==> src/rtl/turn_scheduler.sv <==
// Turn-order scheduler: menu -> player -> enemy rounds, plus a four-phase game-over
// animation timed by frame ticks. Define TURN_SCHEDULER_FADE_EN for a gradual text fade-in.
module turn_scheduler #(
  parameter int unsigned IDLE_FRAMES    = 60,
  parameter int unsigned SPLIT_FRAMES   = 120,
  parameter int unsigned SHATTER_FRAMES = 60,
  parameter int unsigned FADE_DIV       = 64
) (
  input  logic        clk,
  input  logic        rst,
  input  logic        frame_tick_in,
  input  logic        menu_done_in,
  input  logic        player_done_in,
  input  logic        enemy_done_in,
  input  logic        game_over_in,
  output logic [3:0]  state_out,
  output logic        round_rst_out,
  output logic [1:0]  anim_phase_out,
  output logic        divided_out,
  output logic        fall_apart_valid_out,
  output logic [11:0] font_color_out
);

  localparam int unsigned CNT_W = 16;

  typedef enum logic [3:0] {
    ST_MENU      = 4'b0000,
    ST_PLAYER    = 4'b0001,
    ST_ENEMY     = 4'b1000,
    ST_GAME_OVER = 4'b1111
  } state_e;

  if (FADE_DIV == 0) begin : g_bad_fade_div
    $error("turn_scheduler: FADE_DIV must be non-zero");
  end

  state_e           state_q, state_d;
  logic             round_rst_q, round_rst_d;
  logic [1:0]       phase_q, phase_d;
  logic [CNT_W-1:0] frame_cnt_q, frame_cnt_d;
  logic             divided_q, divided_d;
  logic             fall_q, fall_d;
  logic [3:0]       nib_q, nib_d;
  logic             menu_prev_q, player_prev_q, enemy_prev_q, go_prev_q;

  logic             menu_rise, player_rise, enemy_rise, go_rise;
  logic [CNT_W-1:0] frame_cnt_inc;

`ifdef TURN_SCHEDULER_FADE_EN
  logic [CNT_W-1:0] fade_cnt_q, fade_cnt_d;
  logic [CNT_W-1:0] fade_cnt_inc;
  assign fade_cnt_inc = fade_cnt_q + CNT_W'(1);
`endif

  assign menu_rise     = menu_done_in   & ~menu_prev_q;
  assign player_rise   = player_done_in & ~player_prev_q;
  assign enemy_rise    = enemy_done_in  & ~enemy_prev_q;
  assign go_rise       = game_over_in   & ~go_prev_q;
  assign frame_cnt_inc = frame_cnt_q + CNT_W'(1);

  // Next-state: game-over edge wins over any done edge in the same cycle.
  always_comb begin
    state_d     = state_q;
    round_rst_d = 1'b0;
    phase_d     = phase_q;
    frame_cnt_d = frame_cnt_q;
    nib_d       = nib_q;
`ifdef TURN_SCHEDULER_FADE_EN
    fade_cnt_d  = fade_cnt_q;
`endif
    if (state_q != ST_GAME_OVER && go_rise) begin
      state_d     = ST_GAME_OVER;
      phase_d     = 2'd0;
      frame_cnt_d = '0;
      nib_d       = 4'h0;
`ifdef TURN_SCHEDULER_FADE_EN
      fade_cnt_d  = '0;
`endif
    end else begin
      case (state_q)
        ST_MENU:   if (menu_rise)   state_d = ST_PLAYER;
        ST_PLAYER: if (player_rise) state_d = ST_ENEMY;
        ST_ENEMY: begin
          if (enemy_rise) begin
            state_d     = ST_MENU;
            round_rst_d = 1'b1;
          end
        end
        ST_GAME_OVER: begin
          if (frame_tick_in) begin
            case (phase_q)
              2'd0: begin
                if (frame_cnt_inc == CNT_W'(IDLE_FRAMES)) begin
                  phase_d     = 2'd1;
                  frame_cnt_d = '0;
                end else frame_cnt_d = frame_cnt_inc;
              end
              2'd1: begin
                if (frame_cnt_inc == CNT_W'(SPLIT_FRAMES)) begin
                  phase_d     = 2'd2;
                  frame_cnt_d = '0;
                end else frame_cnt_d = frame_cnt_inc;
              end
              2'd2: begin
                if (frame_cnt_inc == CNT_W'(SHATTER_FRAMES)) begin
                  phase_d     = 2'd3;
                  frame_cnt_d = '0;
                end else frame_cnt_d = frame_cnt_inc;
              end
              default: begin
`ifdef TURN_SCHEDULER_FADE_EN
                if (fade_cnt_inc == CNT_W'(FADE_DIV)) begin
                  fade_cnt_d = '0;
                  if (nib_q != 4'hF) nib_d = nib_q + 4'h1;
                end else fade_cnt_d = fade_cnt_inc;
`endif
              end
            endcase
          end
        end
        default: state_d = ST_MENU;
      endcase
    end
`ifndef TURN_SCHEDULER_FADE_EN
    nib_d = (phase_d == 2'd3) ? 4'hF : 4'h0;
`endif
    divided_d = (phase_d != 2'd0);
    fall_d    = phase_d[1];
  end

  // Edge-history registers track inputs even in reset so held levels never count as edges.
  always_ff @(posedge clk) begin
    menu_prev_q   <= menu_done_in;
    player_prev_q <= player_done_in;
    enemy_prev_q  <= enemy_done_in;
    go_prev_q     <= game_over_in;
    if (!rst) begin
      state_q     <= ST_MENU;
      round_rst_q <= 1'b0;
      phase_q     <= 2'd0;
      frame_cnt_q <= '0;
      divided_q   <= 1'b0;
      fall_q      <= 1'b0;
      nib_q       <= 4'h0;
`ifdef TURN_SCHEDULER_FADE_EN
      fade_cnt_q  <= '0;
`endif
    end else begin
      state_q     <= state_d;
      round_rst_q <= round_rst_d;
      phase_q     <= phase_d;
      frame_cnt_q <= frame_cnt_d;
      divided_q   <= divided_d;
      fall_q      <= fall_d;
      nib_q       <= nib_d;
`ifdef TURN_SCHEDULER_FADE_EN
      fade_cnt_q  <= fade_cnt_d;
`endif
    end
  end

  assign state_out            = state_q;
  assign round_rst_out        = round_rst_q;
  assign anim_phase_out       = phase_q;
  assign divided_out          = divided_q;
  assign fall_apart_valid_out = fall_q;
  assign font_color_out       = {nib_q, nib_q, nib_q};

endmodule
==> config.mk <==
export PLATFORM = sky130hd
export DESIGN_NAME = turn_scheduler
export DESIGN_NICKNAME = d
export VERILOG_FILES = /design/src/rtl/turn_scheduler.sv
export SDC_FILE = /design/constraint.sdc
export NUM_CORES = 1
export LEC_CHECK = 0
export BUFFER_PORTS_ARGS = -buffer_cell sky130_fd_sc_hd__buf_4
export CAP_MARGIN = 20
export CORE_MARGIN = 2
export CORE_UTILIZATION = 55
export CTS_BUF_LIST = sky130_fd_sc_hd__clkbuf_8
export DETAILED_ROUTE_END_ITERATION = 8
export MAX_ROUTING_LAYER = met4
export PLACE_DENSITY_LB_ADDON = 0.05
export SLEW_MARGIN = 15
export SYNTH_ARGS = -nofsm -noshare
export SYNTH_HDL_FRONTEND = slang
export SYNTH_SLANG_ARGS = --single-unit
==> constraint.sdc <==
create_clock -name clk -period 2.6 [get_ports clk]
set_clock_uncertainty 0.15 [all_clocks]
set_input_delay 0.52 -clock clk [delete_from_list [all_inputs] [get_ports clk]]
set_output_delay 0.52 -clock clk [all_outputs]
set_load 0.01 [all_outputs]
==> summary.md, run 1 <==
| Metric | Value |
|---|---|
| Outcome | `completed` |
| Row count | `18` |
| Wire length of the first global-routing pass | `4422 um` |
| VDD IR max | `0.3133 mV` |
| Setup bufs post-CTS | `0` |
| Initial antenna violation count | `0` |
| Count of nets left with antenna violations after detail routing | `0` |
| Commonest cells after routing, fill and taps aside | `sky130_fd_sc_hd__buf_4, sky130_fd_sc_hd__dfxtp_1, sky130_fd_sc_hd__nor2_1, sky130_fd_sc_hd__nand3_1, sky130_fd_sc_hd__xor2_1` |
| Routed vias | `1212` |
| Share of the clock period used by the worst path | `88.31%` |
| RSZ-0062 raised after global routing | `false` |
| Die width | `54.93 um` |
| Count of warnings emitted by yosys | `0` |
| Leakage dissipation | `0.6238 nW` |
| Initial Utilization | `57.58%` |
| CTS HTree Levels | `1` |
| Iteration-0 DRC count of the detailed router | `18` |
| Die area | `3017 um^2` |
| Endpoint type of the worst setup path | `flop` |
| Largest incremental delay on the critical path | `0.37 ns` |
| Cell at the root of the clock tree | `sky130_fd_sc_hd__clkbuf_8` |
| Antenna diode count | `0` |
| Final critical-path required period | `2.296 ns` |
| Hold violation total from the final report | `0` |
| Proportion of register bits with asynchronous set or reset after synthesis | `0%` |
| Clock Path Buffers | `2` |
| Top-level port count | `28` |
| Resize count post-CTS | `0` |
| Number of clock sinks | `28` |
| Number of vias per cell | `5.827` |
| Clock latency on the worst-skew pair | `0.27 ns` |
| Post-layout nets | `188` |
| Most frequent standard cell in the layout excluding fill and tap cells | `sky130_fd_sc_hd__buf_4` |
| Clock transition at the registers of the reported paths | `0.09 ns` |
| Wire length reported by the detailed router | `2865 um` |
| Max Fclk | `435.5 MHz` |
| Worst Path Required | `2.62 ns` |
| Critical path data arrival time | `2.31 ns` |
| Mean cell area of the mapped netlist | `8.541 um^2` |
| Post-route cell area | `1587 um^2` |
| Maximum number of pins on one net before global-route repair | `15` |
| Highest-delay cell along the critical path | `sky130_fd_sc_hd__or3_1` |
| Setup CP Type | `reg -> reg` |
| Synthesized instance count | `167` |
| Power per Cell Area | `447.4 nW/um^2` |
| Die height | `54.93 um` |
| Count of unresolved DRC violations after routing | `0` |
| Synth Register Bits | `28` |
| Worst Max-Slew Pin Slew | `0.6344 ns` |
| Cells along the critical path | `ha_1 -> and3_1 -> a41o_1 -> o22ai_1 -> nand4_1 -> or3_1 -> o211a_1` |
| Net count of the mapped netlist | `175` |
| Final setup violating endpoints | `0` |
| Floorplan Core Area | `2477 um^2` |
| Half-perimeter wire length of the detailed placement result | `2167 um` |
| Number of maximum-capacitance constraint violations | `0` |
| Number of buffer cells added on primary ports | `27` |
| Hold crit path type | `in -> reg` |
| Total routing resource utilization after global routing | `21.33%` |
| Cell type with the highest aggregate area in the netlist | `sky130_fd_sc_hd__dfxtp_1` |
| TritonCTS clock tree | `yes` |
| Via count of the first global-routing pass | `1006` |
| Num CTS Buffers | `3` |
| Routed WL per cell | `13.77 um` |
| Post-synth design cell area | `1426 um^2` |
| Headroom to the max-slew limit | `57.42%` |
| Cell type group with the largest total delay on the critical path | `simple AND/OR/NAND/NOR gates` |
| First-pass DRT Iterations | `4` |
| Post-DP Area | `1545 um^2` |
| Fillers | `218` |
| Proportion of netlist area held by the largest area contributor | `39.30%` |
| Crit path max fanout | `10` |
| Share of synthesized area occupied by flip-flops and latches | `39.30%` |
| Share of final-layout standard cells stronger than drive strength 1 | `19.10%` |
| Distinct cell type count after synthesis | `39` |
| Total negative slack | `0 ns` |
| Sum of buffers and inverters on the critical path | `0` |
| Most instantiated flip-flop cell in the synthesis netlist | `sky130_fd_sc_hd__dfxtp_1` |
| Fin. max-slew vios | `0` |
| Crit start category | `flop` |
| End-of-flow core utilization | `64.04%` |
| Count of flip-flops with a built-in enable after synthesis | `0` |
| Hold buffer count at CTS | `0` |
| RePlAce Congestion | `0.8314` |
| Total global routing overflow | `0` |
| Top cells by area, synth | `sky130_fd_sc_hd__dfxtp_1, sky130_fd_sc_hd__buf_4, sky130_fd_sc_hd__xor2_1` |
| Synthesis-to-layout area growth | `11.23%` |
-- power breakdown --
| part | internal [mW] | leakage (nW) | switching (mW) |
|---|---|---|---|
| registers | 0.435 | 0.228 | 0.00642 |
| clock network | 0.104 | 0.0216 | 0.125 |
| logic | 0.0190 | 0.375 | 0.0199 |
| total | 0.558 | 0.624 | 0.152 |
-- cell type report --
cell class              count  area, um^2  area share, %
repair buffers             29       217.7          13.72
clock buffers               3       41.29          2.603
well taps                  30       37.54          2.366
inverters                   6       22.52          1.420
multi-input cells         112       706.9          44.56
flip-flops and latches     28       560.5          35.33
-- cell usage after synthesis (5+ instances only) --
cell type / number
sky130_fd_sc_hd__dfxtp_1: 28
sky130_fd_sc_hd__nand3_1: 13
sky130_fd_sc_hd__o21a_1: 5
sky130_fd_sc_hd__nor3_1: 5
sky130_fd_sc_hd__buf_4: 14
sky130_fd_sc_hd__inv_1: 6
sky130_fd_sc_hd__nand4_1: 6
sky130_fd_sc_hd__a21oi_1: 6
sky130_fd_sc_hd__nand2_1: 5
sky130_fd_sc_hd__xor2_1: 9
sky130_fd_sc_hd__nor2_1: 13
sky130_fd_sc_hd__o21ai_0: 5
sky130_fd_sc_hd__and3_1: 6
-- flip-flops by register name (all words and copies together) (netlist names) --
register / cells
frame_cnt_q: 16
state_out: 3
anim_phase_out: 2
divided_out: 1
enemy_prev_q: 1
go_prev_q: 1
menu_prev_q: 1
nib_q: 1
player_prev_q: 1
round_rst_out: 1
-- final timing paths --
kind	slack, ns	to	start	cells past startpoint
setup / recovery	0.30	anim_phase_out[0]	frame_cnt_q[0]	7
hold / removal	0.21	menu_prev_q	menu_done_in	1
setup reg to reg	0.30	anim_phase_out[0]	frame_cnt_q[0]	7
hold reg to reg	0.38	round_rst_out	enemy_prev_q	3
-- logic make-up (layout without fill, tap and decap cells) --
group / Yosys count / count (layout) / share of synthesized area [%]
AO/OA/AOI/OAI: 31 / 31 / 14.65
XOR/XNOR: 13 / 13 / 7.983
adder cells (fa/ha/maj): 1 / 1 / 0.8771
buffers and inverters: 27 / 38 / 11.14
flip-flops: 28 / 28 / 39.30
AND/OR/NAND/NOR: 67 / 67 / 26.05
-- metrics by stage --
stage          power (mW)  worst slack (ns)  cells  hold WS, ns
4_1_cts            0.7204            0.3172    208       0.1961
5_1_grt            0.7342            0.1533    208       0.1967
6_report           0.7097            0.3038    208       0.2061
3_3_place_gp       0.4899            0.4265    205       0.3454
3_5_place_dp       0.4908            0.3435    205       0.3578
2_1_floorplan      0.4710            0.4646    167       0.3282
-- routing by layer --
layer	track usage, %	wire, um	share of wire (%)
met1	26.09	1307	46
met2	31.75	1365	48
met3	4.032	150	5.2
met4	14.63	42	1.5
met5	-	0	0
(Power assumes the default switching activity.)
==> inputs of run 2 (changes only) <==
Settings changed: CORE_UTILIZATION 55 to 56.
==> run 2 against run 1 <==
Worst hold slack lost 0.0064 ns. Flip-flop and latch count is the same. Combinational power is essentially flat. Cell count grew 0.48%. Largest power group unchanged.
==> summary.md, run 2 (synthesis results as in run 1) <==
| Metric | Value |
|---|---|
| Row count | `18` |
| Clock Path Buffers | `2` |
| Die height | `54.47 um` |
| Routed WL per cell | `14.07 um` |
| Top-level port count | `28` |
| Final critical-path required period | `2.309 ns` |
| Initial Utilization | `58.10%` |
| Worst Path Required | `2.63 ns` |
| Die area | `2967 um^2` |
| Maximum number of pins on one net before global-route repair | `16` |
| Worst Slack Setup Final | `0.2912 ns` |
| Setup CP Type | `reg -> reg` |
| Via count of the first global-routing pass | `1082` |
| Total global routing overflow | `0` |
| Initial antenna violation count | `0` |
| First-pass DRT Iterations | `4` |
| Count of cells along the worst register-to-register path | `7` |
| Total negative slack | `0 ns` |
| Hold buffer count at CTS | `0` |
| CTS HTree Levels | `1` |
| Share of final-layout standard cells stronger than drive strength 1 | `19.55%` |
| Crit path max fanout | `10` |
| Power per Cell Area | `469.1 nW/um^2` |
| Share of the clock period used by the worst path | `88.80%` |
| Largest incremental delay on the critical path | `0.38 ns` |
| Critical path depth in cells | `7` |
| Headroom to the max-slew limit | `58.39%` |
| Wire length reported by the detailed router | `2940 um` |
| Commonest cells after routing, fill and taps aside | `sky130_fd_sc_hd__buf_4, sky130_fd_sc_hd__dfxtp_1, sky130_fd_sc_hd__nor2_1, sky130_fd_sc_hd__nand3_1, sky130_fd_sc_hd__xor2_1` |
| Crit start category | `flop` |
| Hold violation total from the final report | `0` |
| Setup bufs post-CTS | `0` |
| Iteration-0 DRC count of the detailed router | `35` |
| Number of clock sinks | `28` |
| Most frequent standard cell in the layout excluding fill and tap cells | `sky130_fd_sc_hd__buf_4` |
| Worst Max-Slew Pin Slew | `0.6200 ns` |
| Pre-CTS worst setup slack | `0.3164 ns` |
| Hold Path Cell Cnt | `1` |
| Synthesis-to-layout area growth | `12.19%` |
| Fillers | `201` |
| Total routing resource utilization after global routing | `23.11%` |
| Resize count post-CTS | `0` |
| Cells along the critical path | `ha_1 -> and3_1 -> a41o_1 -> o22ai_1 -> nand4_1 -> or3_1 -> o211a_1` |
| Max Fclk | `433.1 MHz` |
| Number of vias per cell | `5.818` |
| Hold crit path type | `in -> reg` |
| Antenna diode count | `0` |
| Critical path data arrival time | `2.33 ns` |
| Max FFs per register | `16` |
| TritonCTS clock tree | `yes` |
| RePlAce Congestion | `0.8585` |
| Register with the highest flop count | `frame_cnt_q` |
| Num CTS Buffers | `3` |
| Outcome | `completed` |
| Wire length of the first global-routing pass | `4795 um` |
| Area taken by multi-input logic gates | `706.9 um^2` |
| Sum of buffers and inverters on the critical path | `0` |
| Half-perimeter wire length of the detailed placement result | `2161 um` |
| Count of nets left with antenna violations after detail routing | `0` |
| Endpoint type of the worst setup path | `flop` |
| Cell type group with the largest total delay on the critical path | `simple AND/OR/NAND/NOR gates` |
| RSZ-0062 raised after global routing | `false` |
| Number of maximum-capacitance constraint violations | `0` |
| Number of buffer cells added on primary ports | `27` |
| Clock transition at the registers of the reported paths | `0.10 ns` |
| Routed vias | `1216` |
| Sequential cell area in the final layout | `560.5 um^2` |
| Fin. max-slew vios | `0` |
| Count of unresolved DRC violations after routing | `0` |
| VDD IR max | `0.3352 mV` |
| Leakage dissipation | `0.6310 nW` |
| Floorplan Core Area | `2455 um^2` |
| Slack of the worst reg-to-reg path | `0.29 ns` |
| Final setup violating endpoints | `0` |
| Die width | `54.47 um` |
| Highest-delay cell along the critical path | `sky130_fd_sc_hd__or3_1` |
| Cell at the root of the clock tree | `sky130_fd_sc_hd__clkbuf_8` |
| Post-layout nets | `188` |
| Clock latency on the worst-skew pair | `0.27 ns` |
-- run 2: layout make-up --
| cell class | instances | share of cell area (%) |
|---|---|---|
| timing repair buffer | 29 | 13.60 |
| inverter | 6 | 1.407 |
| sequential | 28 | 35.03 |
| tap | 30 | 2.346 |
| multi-input combinational | 112 | 44.18 |
| clock buffer | 4 | 3.440 |
-- run 2: worst reg2reg max path, cell delays in order, from the launching register on --
cell	delay, ns
sky130_fd_sc_hd__dfxtp_1	0.37
sky130_fd_sc_hd__ha_1	0.24
sky130_fd_sc_hd__and3_1	0.28
sky130_fd_sc_hd__a41o_1	0.27
sky130_fd_sc_hd__o22ai_1	0.13
sky130_fd_sc_hd__nand4_1	0.18
sky130_fd_sc_hd__or3_1	0.38
sky130_fd_sc_hd__o211a_1	0.22
-- run 2: where the power goes --
group          internal [mW]  switching, mW
Sequential             0.435        0.00618
Clock                  0.136          0.135
Combinational         0.0190         0.0198
Total                  0.590          0.161
-- run 2: routing by layer --
metal	wire length (um)	global-route usage [%]	part of all wire (%)	vias to the layer above
met2	1430	38.55	49	46
met3	166	3.279	5.6	4
met1	1320	28.74	45	554
met5	0	-	0	-
met4	23	7.500	0.78	0
li1	-	-	-	612
-- run 2: final timing paths --
check,start,endpoint
min reg2reg,enemy_prev_q,round_rst_out
max,frame_cnt_q[0],anim_phase_out[0]
min,game_over_in,go_prev_q
max reg2reg,frame_cnt_q[0],anim_phase_out[0]
-- run 2: through the flow --
step	hold WS, ns	std cells	utilization (%)	instance area, um^2	total power, mW
global route	0.1903	209	65.19	1600	0.7766
detailed placement	0.3607	205	62.95	1545	0.4903
global placement	0.3500	205	62.95	1545	0.4900
finish	0.1997	209	65.19	1600	0.7507
floorplan	0.3282	167	-	1426	0.4710
CTS	0.1936	209	65.19	1600	0.7566
==> inputs of run 3 (changes only) <==
Settings changed: MAX_ROUTING_LAYER met4 to default.
==> run 3 against run 2 <==
Sequential share of layout area unchanged. Final area stayed put. Via count unchanged. Utilization is the same. Power about the same. Critical path depth did not move. Worst hold slack barely moved. Register-to-register slack is essentially flat. Routed wire length stayed put. Critical path type unchanged. Largest power group unchanged. Highest routed layer unchanged.
==> summary.md, run 3 (synthesis results as in run 1) <==
| Metric | Value |
|---|---|
| Outcome | `completed` |
| Hold crit path type | `in -> reg` |
| Final critical-path required period | `2.309 ns` |
| Power per Cell Area | `469.1 nW/um^2` |
| Number of buffer cells added on primary ports | `27` |
| Maximum number of pins on one net before global-route repair | `16` |
| RePlAce Congestion | `0.8452` |
| VDD IR max | `0.3352 mV` |
| Share of the clock period used by the worst path | `88.80%` |
| Die width | `54.47 um` |
| Hold buffer count at CTS | `0` |
| Setup bufs post-CTS | `0` |
| Commonest cells after routing, fill and taps aside | `sky130_fd_sc_hd__buf_4, sky130_fd_sc_hd__dfxtp_1, sky130_fd_sc_hd__nor2_1, sky130_fd_sc_hd__nand3_1, sky130_fd_sc_hd__xor2_1` |
| Wire length reported by the detailed router | `2940 um` |
| Initial antenna violation count | `0` |
| Resize count post-CTS | `0` |
| Via count of the first global-routing pass | `1083` |
| Post-route cell area | `1600 um^2` |
| Floorplan Core Area | `2455 um^2` |
| Worst Max-Slew Pin Slew | `0.6200 ns` |
| Worst Slack Setup Final | `0.2911 ns` |
| Number of cells in the design after placement | `205` |
| Final setup violating endpoints | `0` |
| Iteration-0 DRC count of the detailed router | `35` |
| Clock transition at the registers of the reported paths | `0.10 ns` |
| Num CTS Buffers | `3` |
| Die area | `2967 um^2` |
| First-pass DRT Iterations | `4` |
| Setup CP Type | `reg -> reg` |
| Synthesis-to-layout area growth | `12.19%` |
| Post-DP Area | `1545 um^2` |
| Die height | `54.47 um` |
| Crit start category | `flop` |
| Row count | `18` |
| Wire length of the first global-routing pass | `4788 um` |
| RSZ-0062 raised after global routing | `false` |
| Share of final-layout standard cells stronger than drive strength 1 | `19.55%` |
| Total routing resource utilization after global routing | `22.47%` |
| Total global routing overflow | `0` |
| Headroom to the max-slew limit | `58.39%` |
| Number of clock sinks | `28` |
| Routed vias | `1216` |
| Clock latency on the worst-skew pair | `0.27 ns` |
| Count of unresolved DRC violations after routing | `0` |
| Overall power consumption | `0.7507 mW` |
| Fin cells | `209` |
| Top-level port count | `28` |
| Total negative slack | `0 ns` |
| Post-layout nets | `188` |
| Antenna diode count | `0` |
| Hold violation total from the final report | `0` |
| Fin. max-slew vios | `0` |
| Worst hold slack after final layout | `0.1998 ns` |
| Routed WL per cell | `14.07 um` |
| Count of nets left with antenna violations after detail routing | `0` |
| CTS HTree Levels | `1` |
| Critical path data arrival time | `2.33 ns` |
| Max Fclk | `433.1 MHz` |
| Leakage dissipation | `0.6310 nW` |
| Initial Utilization | `58.10%` |
| Register with the highest flop count | `frame_cnt_q` |
| Most frequent standard cell in the layout excluding fill and tap cells | `sky130_fd_sc_hd__buf_4` |
| TritonCTS clock tree | `yes` |
| Worst Path Required | `2.63 ns` |
| End-of-flow core utilization | `65.19%` |
| Max FFs per register | `16` |
| Cell at the root of the clock tree | `sky130_fd_sc_hd__clkbuf_8` |
| Endpoint type of the worst setup path | `flop` |
| Crit path max fanout | `10` |
| Clock Path Buffers | `2` |
| Pre-CTS worst setup slack | `0.3164 ns` |
| Number of vias per cell | `5.818` |
| Number of maximum-capacitance constraint violations | `0` |
| Half-perimeter wire length of the detailed placement result | `2161 um` |
run 3: path summary, 6_finish.rpt:
kind / from / endpoint / slack (ns) / depth (start not counted)
worst max-delay path: frame_cnt_q[0] / anim_phase_out[0] / 0.29 / 7
worst min-delay path: game_over_in / go_prev_q / 0.20 / 1
worst max register to register: frame_cnt_q[0] / anim_phase_out[0] / 0.29 / 7
worst min register to register: enemy_prev_q / round_rst_out / 0.38 / 3
run 3: worst max-delay path: stages (launching register included):
cell	delay, ns
sky130_fd_sc_hd__dfxtp_1	0.37
sky130_fd_sc_hd__ha_1	0.24
sky130_fd_sc_hd__and3_1	0.28
sky130_fd_sc_hd__a41o_1	0.27
sky130_fd_sc_hd__o22ai_1	0.13
sky130_fd_sc_hd__nand4_1	0.18
sky130_fd_sc_hd__or3_1	0.38
sky130_fd_sc_hd__o211a_1	0.22
run 3: final cells by class:
class | count | area (um^2)
fillers | 201 | 854.6
repair buffers | 29 | 217.7
multi-input cells | 112 | 706.9
well taps | 30 | 37.54
flip-flops and latches | 28 | 560.5
clock buffers | 4 | 55.05
inverters | 6 | 22.52
run 3: routing by layer:
layer | GRT usage (%) | routed length [um]
met1 | 28.74 | 1320
met2 | 38.55 | 1430
met4 | 7.500 | 23
met3 | 3.279 | 166
met5 | 0 | 0
run 3: power breakdown:
group	switching, mW	total, mW	internal (mW)
clock network	0.135	0.270	0.136
registers	0.00618	0.441	0.435
logic	0.0198	0.0389	0.0190
total	0.161	0.751	0.590
